[config.mk]
export PLATFORM = sky130hd
export DESIGN_NAME = demux_fifo
export DESIGN_NICKNAME = d
export VERILOG_FILES = /design/src/rtl/demux_fifo.sv
export SDC_FILE = /design/constraint.sdc
export NUM_CORES = 1
export LEC_CHECK = 0
export CAP_MARGIN = 25
export CORE_UTILIZATION = 58
export CTS_BUF_LIST = sky130_fd_sc_hd__clkbuf_8
export CTS_CLUSTER_DIAMETER = 40
export CTS_CLUSTER_SIZE = 8
export DETAILED_ROUTE_END_ITERATION = 10
export PLACE_DENSITY_LB_ADDON = 0.08
export SYNTH_ARGS = -nofsm -noshare
export SYNTH_HDL_FRONTEND = slang
export SYNTH_SLANG_ARGS = --single-unit
[constraint.sdc]
create_clock -name clk -period 5.8 [get_ports clk]
set_input_delay 1.74 -clock clk [delete_from_list [all_inputs] [get_ports clk]]
set_output_delay 1.74 -clock clk [all_outputs]
set_load 0.005 [all_outputs]
[src/rtl/demux_fifo.sv]
`default_nettype none
// ============================================================================
// Module      : demux_fifo
// Description : Shared in-order FIFO that fans one id-tagged valid/ready
//               stream out to NUM_DST valid/ready consumers.
// Revision    : 1.0 - initial release
// ============================================================================
module demux_fifo #(
  parameter int DATA_WIDTH = 32,
  parameter int NUM_DST    = 3,
  parameter int ID_WIDTH   = 2,
  parameter int DEPTH      = 4
) (
  input  logic                       clk,
  input  logic                       rst,
  input  logic                       soft_rst,
  input  logic                       src_vld,
  output logic                       src_rdy,
  input  logic [ID_WIDTH-1:0]        src_id,
  input  logic [DATA_WIDTH-1:0]      src_data,
  output logic [NUM_DST-1:0]         dst_vld,
  input  logic [NUM_DST-1:0]         dst_rdy,
  output logic [DATA_WIDTH-1:0]      dst_data,
  output logic [$clog2(DEPTH):0]     count,
  output logic                       drop_err
);

  localparam int AW = $clog2(DEPTH);
  localparam logic [AW:0]       c_PTR_ONE = (AW+1)'(1);
  localparam logic [ID_WIDTH:0] c_NUM_DST = (ID_WIDTH+1)'(NUM_DST);

  logic [ID_WIDTH-1:0]   r_mem_id   [DEPTH];
  logic [DATA_WIDTH-1:0] r_mem_data [DEPTH];
  logic [AW:0]           r_wr_ptr;
  logic [AW:0]           r_rd_ptr;
  logic                  r_drop_err;

  logic                  w_empty;
  logic                  w_full;
  logic                  w_src_hsk;
  logic                  w_legal;
  logic                  w_push;
  logic                  w_pop;
  logic [ID_WIDTH-1:0]   w_head_id;

  // Extra wrap bit distinguishes full from empty when index bits match.
  assign w_empty   = (r_wr_ptr == r_rd_ptr);
  assign w_full    = (r_wr_ptr[AW-1:0] == r_rd_ptr[AW-1:0]) &&
                     (r_wr_ptr[AW] != r_rd_ptr[AW]);
  assign src_rdy   = ~w_full;
  assign w_src_hsk = src_vld & ~w_full;
  assign w_legal   = ({1'b0, src_id} < c_NUM_DST);
  assign w_push    = w_src_hsk & w_legal;
  assign w_head_id = r_mem_id[r_rd_ptr[AW-1:0]];
  assign w_pop     = |(dst_vld & dst_rdy);

  generate
    for (genvar g = 0; g < NUM_DST; g++) begin : g_dst
      assign dst_vld[g] = ~w_empty & (w_head_id == ID_WIDTH'(g));
    end
  endgenerate

  assign dst_data = w_empty ? '0 : r_mem_data[r_rd_ptr[AW-1:0]];
  assign count    = r_wr_ptr - r_rd_ptr;
  assign drop_err = r_drop_err;

  always_ff @(posedge clk) begin
    if (rst || soft_rst) begin
      r_wr_ptr   <= '0;
      r_rd_ptr   <= '0;
      r_drop_err <= 1'b0;
      for (int i = 0; i < DEPTH; i++) begin
        r_mem_id[i]   <= '0;
        r_mem_data[i] <= '0;
      end
    end else begin
      // Illegal-id beats are consumed from the source but never stored.
      r_drop_err <= w_src_hsk & ~w_legal;
      if (w_push) begin
        r_mem_id[r_wr_ptr[AW-1:0]]   <= src_id;
        r_mem_data[r_wr_ptr[AW-1:0]] <= src_data;
        r_wr_ptr                     <= r_wr_ptr + c_PTR_ONE;
      end
      if (w_pop) begin
        r_rd_ptr <= r_rd_ptr + c_PTR_ONE;
      end
    end
  end

endmodule
`default_nettype wire
---- After elaboration in Yosys (flattened, before gate mapping) ----
Memories as Yosys holds them, arrays and structs flattened. A register that Yosys moved wholly into a read port is not among the register bits.
Cells that the tools add are included.
word-level totals
  register bits ........................... 7
  bits in writable memories ............... 136
  bits of input ports ..................... 41
  word-level logic and storage cells ...... 46
  memories kept ........................... 2
memories
  memory      words  width  rd ports  clocked after Yosys merged registers in  write ports  RTL line  source
  r_mem_data  4      32     1         1                                        4            33        logic [DATA_WIDTH-1:0] r_mem_data [DEPTH];
  r_mem_id    4      2      1         1                                        4            32        logic [ID_WIDTH-1:0] r_mem_id [DEPTH];
operators by class
  add/subtract/negate cells ............... 3
  magnitude comparators ................... 1
  eq/ne operators ......................... 5
  muxes and demuxes ....................... 16
  bitwise logic cells ..................... 10
  reduce and logical (&&, ||, !) cells .... 6
operators by type and width
  kind                                                 number
  2-to-1 mux 32 bit                                    2
  OR reduction 32 bit                                  1
  2-to-1 mux 2 bit                                     7
  2-to-1 mux 1 bit                                     7
  adder 3 x 1 -> 3 bit, second input constant          2
  AND 1 bit                                            6
  AND 3 bit                                            1
  equality test 3 bit                                  1
  inverter 1 bit                                       3
  OR reduction 3 bit                                   1
  subtractor 3 bit                                     1
  equality test 2 x 1 -> 1 bit, second input constant  1
  equality test 2 bit                                  1
  equality test 2 bit, second input constant           1
  logical NOT 2 bit                                    1
  less-than comparator 2 bit, second input constant    1
  OR reduction 2 bit                                   1
  logical AND 1 bit                                    1
  logical OR 1 bit                                     1
  != test 1 bit                                        1

---- Longest topological paths before layout ----
  depth in word-level cells ............... 10
  gate-level depth with buffers ........... 8
  gate-level depth less buffers ........... 6

---- Worst setup path before layout ----
No wires, ideal clock.
  path kind ............................... input-to-reg
  start point ............................. input src_id[1]
  end point ............................... memory r_mem_data[3][0], enable pin
  arrival ................................. 4.611 ns
  slack ................................... 0.712 ns
  cell stages on the path ................. 3
  path through ............................ nand2_1 -> o211ai_1 -> o31ai_1
RTL lines
  what                RTL line  source
  start: declaration  19        input logic [ID_WIDTH-1:0] src_id,
  end: declaration    33

---- Worst setup path in the final report ----
  start point ............................. register r_wr_ptr[0]
  end point ............................... output dst_data[24]
on the way
  cells in the longest elaborated chain, start to end .. 2
ends and longest elaborated chain
  what                      RTL line  source
  start: declaration        34        logic [AW:0] r_wr_ptr;
  start signal: assignment  82        r_wr_ptr <= r_wr_ptr + c_PTR_ONE;
  equality test 3 bit       47        assign w_empty = (r_wr_ptr == r_rd_ptr);
  2-to-1 mux 32 bit         63        assign dst_data = w_empty ? '0 : r_mem_data[r_rd_ptr[AW-1:0]];
  end: declaration          23        output logic [DATA_WIDTH-1:0] dst_data,
No other way between the ends.

==> reports/summary.txt <==
Status = complete, no violations
Worst hold slack = 538 ps
Vias = 3713
Crit path cell chain = inv_1 > ha_1 > nand2_1 > nor2_4 > nor2b_1 > clkdlybuf4s50_1
Die X = 110 µm
First DRT Iteration DRCs = 164
Leakage power = 2.94 nW
Worst r2r src = r_wr_ptr[0]
Setup TNS = 0 ps
PortBufs = 80
Post-CTS setup buffer count = 0
FMAX = 218 MHz
Critical Path AT = 2840 ps
Dpl cell area = 0.00759 mm²
Clk buf depth = 2
Antenna violations before repair = 0
Antenna Nets Post-Route = 0
Fin nets = 557
Final setup fails = 0
M3 GR Usage = 0.0456
Total power = 2.27 mW
P&R area growth vs syn = 19.5%
Post-DP HPWL = 7.88 mm
Gpl congestion = 0.761
GRT Util Overall = 0.238
Full die area = 0.0120 mm²
Power Dens Cells = 282 mW/mm²
CTS Sinks = 145
Gr ovfl total = 0
Synth warn = 0
Max transition margin = 0.375
Post-Place Cells = 632
H-tree Lvls = 4
Critical Path End Type = output pin
Crit Path Max Fanout = 34
DR vias/cell = 5.60
Final Hold Fails = 0
First-pass GRT wire length = 20.3 mm
Syn Std Cell Area = 0.00673 mm²
Clock slew at reported path FFs = 70 ps
Core ar. = 0.0111 mm²
Hold Crit Class = reg2reg
GRT met2 Usage = 0.406
Unique masters post-synth = 33
Met1 global-route usage = 0.301
Share of layout cells above drive strength 1 = 0.161
Tmin final = 4580 ps
Synthesized net count = 477
CTS tree = yes
WS Path Type = reg2out
Wire per inst = 19.2 µm
Largest net degree at the start of global routing = 36
Hold path depth = 2
R2R cell count = 7
Family with the most delay on the worst path = simple AND/OR/NAND/NOR gates
Worst-Skew Late Latency = 440 ps
Final Non-Filler Cells = 663
Final Instance Area = 0.00804 mm²
I/O Pins = 81
CP max stage cell = nor2_4
CTS Hold Buffers Added = 0
Peak supply drop = 0.148 mV
Pre-antenna DRT Iters = 5
Die Ht = 110 µm
TritonCTS Buffers = 17
Max cap viols = 0
Mapped Avg Cell Area = 15.6 µm²
Fin crit share = 0.790
Final Max Slew Viols = 0
Row Count = 38
Max incr delay on CP = 710 ps
RSZ-0062 raised after global routing = false
Reg2reg end = r_mem_data[1][20]
DRC = 0
Reg2Reg Setup Slack = 2510 ps
CP required = 4060 ps
Worst Min Path Start = r_rd_ptr[2]
#FFs+latches synth = 145
DRT Wirelength = 12.7 mm
Vias in the first global route = 3834
Root Buffer = clkbuf_8
Worst Hold End = r_rd_ptr[2]
# diodes = 0
Startpoint types = register
Worst Path Buf+Inv = 2
Seq/Total Area, Yosys = 0.634
Initial Util = 0.607
Busiest grt layer = met2
Synth Instances = 431
Post-cts sizing count = 0
Least-Margin Pin Slew = 937 ps
Clock skew = 9.21 ps
[worst max-delay path by stage]
stage	startpoint	depth (start not counted)	slack (ps)	end
2_1_floorplan	src_id[1]	3	710	r_mem_data[3][0]
3_3_place_gp	soft_rst	7	1100	r_mem_data[1][16]
3_5_place_dp	soft_rst	7	1060	r_mem_data[1][15]
4_1_cts	register	5	1150	dst_vld[0]
5_1_grt	r_wr_ptr[0]	6	990	dst_data[21]
6_report	r_wr_ptr[0]	6	1220	dst_data[24]
[tightest hold or removal path, delay by kind of cell (launching register included)]
kind	cells	cell delay, ps
mux	1	60
simple gates	1	80
flops	1	360
[power breakdown]
group          switching (mW)  internal, mW
clock                   0.359         0.545
combinational          0.0746        0.0812
sequential             0.0166          1.19
[layer usage]
metal | up-vias | wire length, µm | share of wire
li1 | 1723 | - | -
met1 | 1868 | 5310 | 0.42
met2 | 98 | 6650 | 0.52
met3 | 24 | 527 | 0.041
met4 | 0 | 259 | 0.020
met5 | - | 0 | 0
[cells in the mapped netlist, drive strengths merged]
cell type	instances	share of area
nand2	6	0.0033
nor3b	1	0.0011
xor2	2	0.0026
nor2	5	0.0032
nor3	3	0.0022
clkbuf	10	0.0056
o21bai	1	0.0011
nand3	2	0.0015
nand2b	4	0.0037
o31ai	1	0.0011
o2111a	1	0.0019
dfxtp	9	0.027
fa	1	0.0030
and3	3	0.0050
mux4	34	0.11
ha	4	0.0074
and2	136	0.13
xnor2	3	0.0050
o21ai	1	0.00074
inv	6	0.0033
o211ai	2	0.0022
a311o	1	0.0015
or3	2	0.0019
buf	16	0.024
mux2i	6	0.0095
o22ai	2	0.0037
nor2b	32	0.030
edfxtp	136	0.61
o2111ai	1	0.0013
[metrics by stage]
stage | worst slack (ps) | utilization
CTS | 1150 | 0.726
global route | 993 | 0.726
global placement | 1100 | 0.685
floorplan | 712 | -
finish | 1220 | 0.726
detailed placement | 1060 | 0.685
[layout by cell type (no fill, tap or decap), drive strengths merged, types with 6 or more instances in the layout]
cell / Yosys / layout
inv: 6 / 7
dfxtp: 9 / 9
bufinv: 0 / 6
mux2i: 6 / 6
nor2b: 32 / 32
and2: 136 / 136
edfxtp: 136 / 136
mux4: 34 / 34
clkdlybuf4s50: 0 / 80
nand2: 6 / 6
clkbuf: 10 / 17
buf: 16 / 7
[flip-flops by register name, summed over array words and instances (netlist names), named ones only]
name / count
drop_err: 1
r_mem_data: 128
r_mem_id: 8
r_rd_ptr: 3
r_wr_ptr: 3
[logic make-up after synthesis]
| family | count (synthesis) | share of synthesized area |
|---|---|---|
| compound gates | 10 | 0.0136 |
| xor+xnor | 5 | 0.00763 |
| fa+ha+maj | 5 | 0.0104 |
| buf+inv | 32 | 0.0329 |
| flops | 145 | 0.634 |
| mux | 40 | 0.123 |
| simple gates | 194 | 0.178 |
[cell type report]
| cell class | count | area, µm² |
|---|---|---|
| Clock buffer | 17 | 234 |
| Clock inverter | 14 | 220 |
| Fill cell | 764 | 3040 |
| Inverter | 6 | 22.5 |
| Multi-Input combinational cell | 254 | 2270 |
| Sequential cell | 145 | 4270 |
| Tap cell | 140 | 175 |
| Timing Repair Buffer | 87 | 853 |
Power figures use the tool's default switching activity.
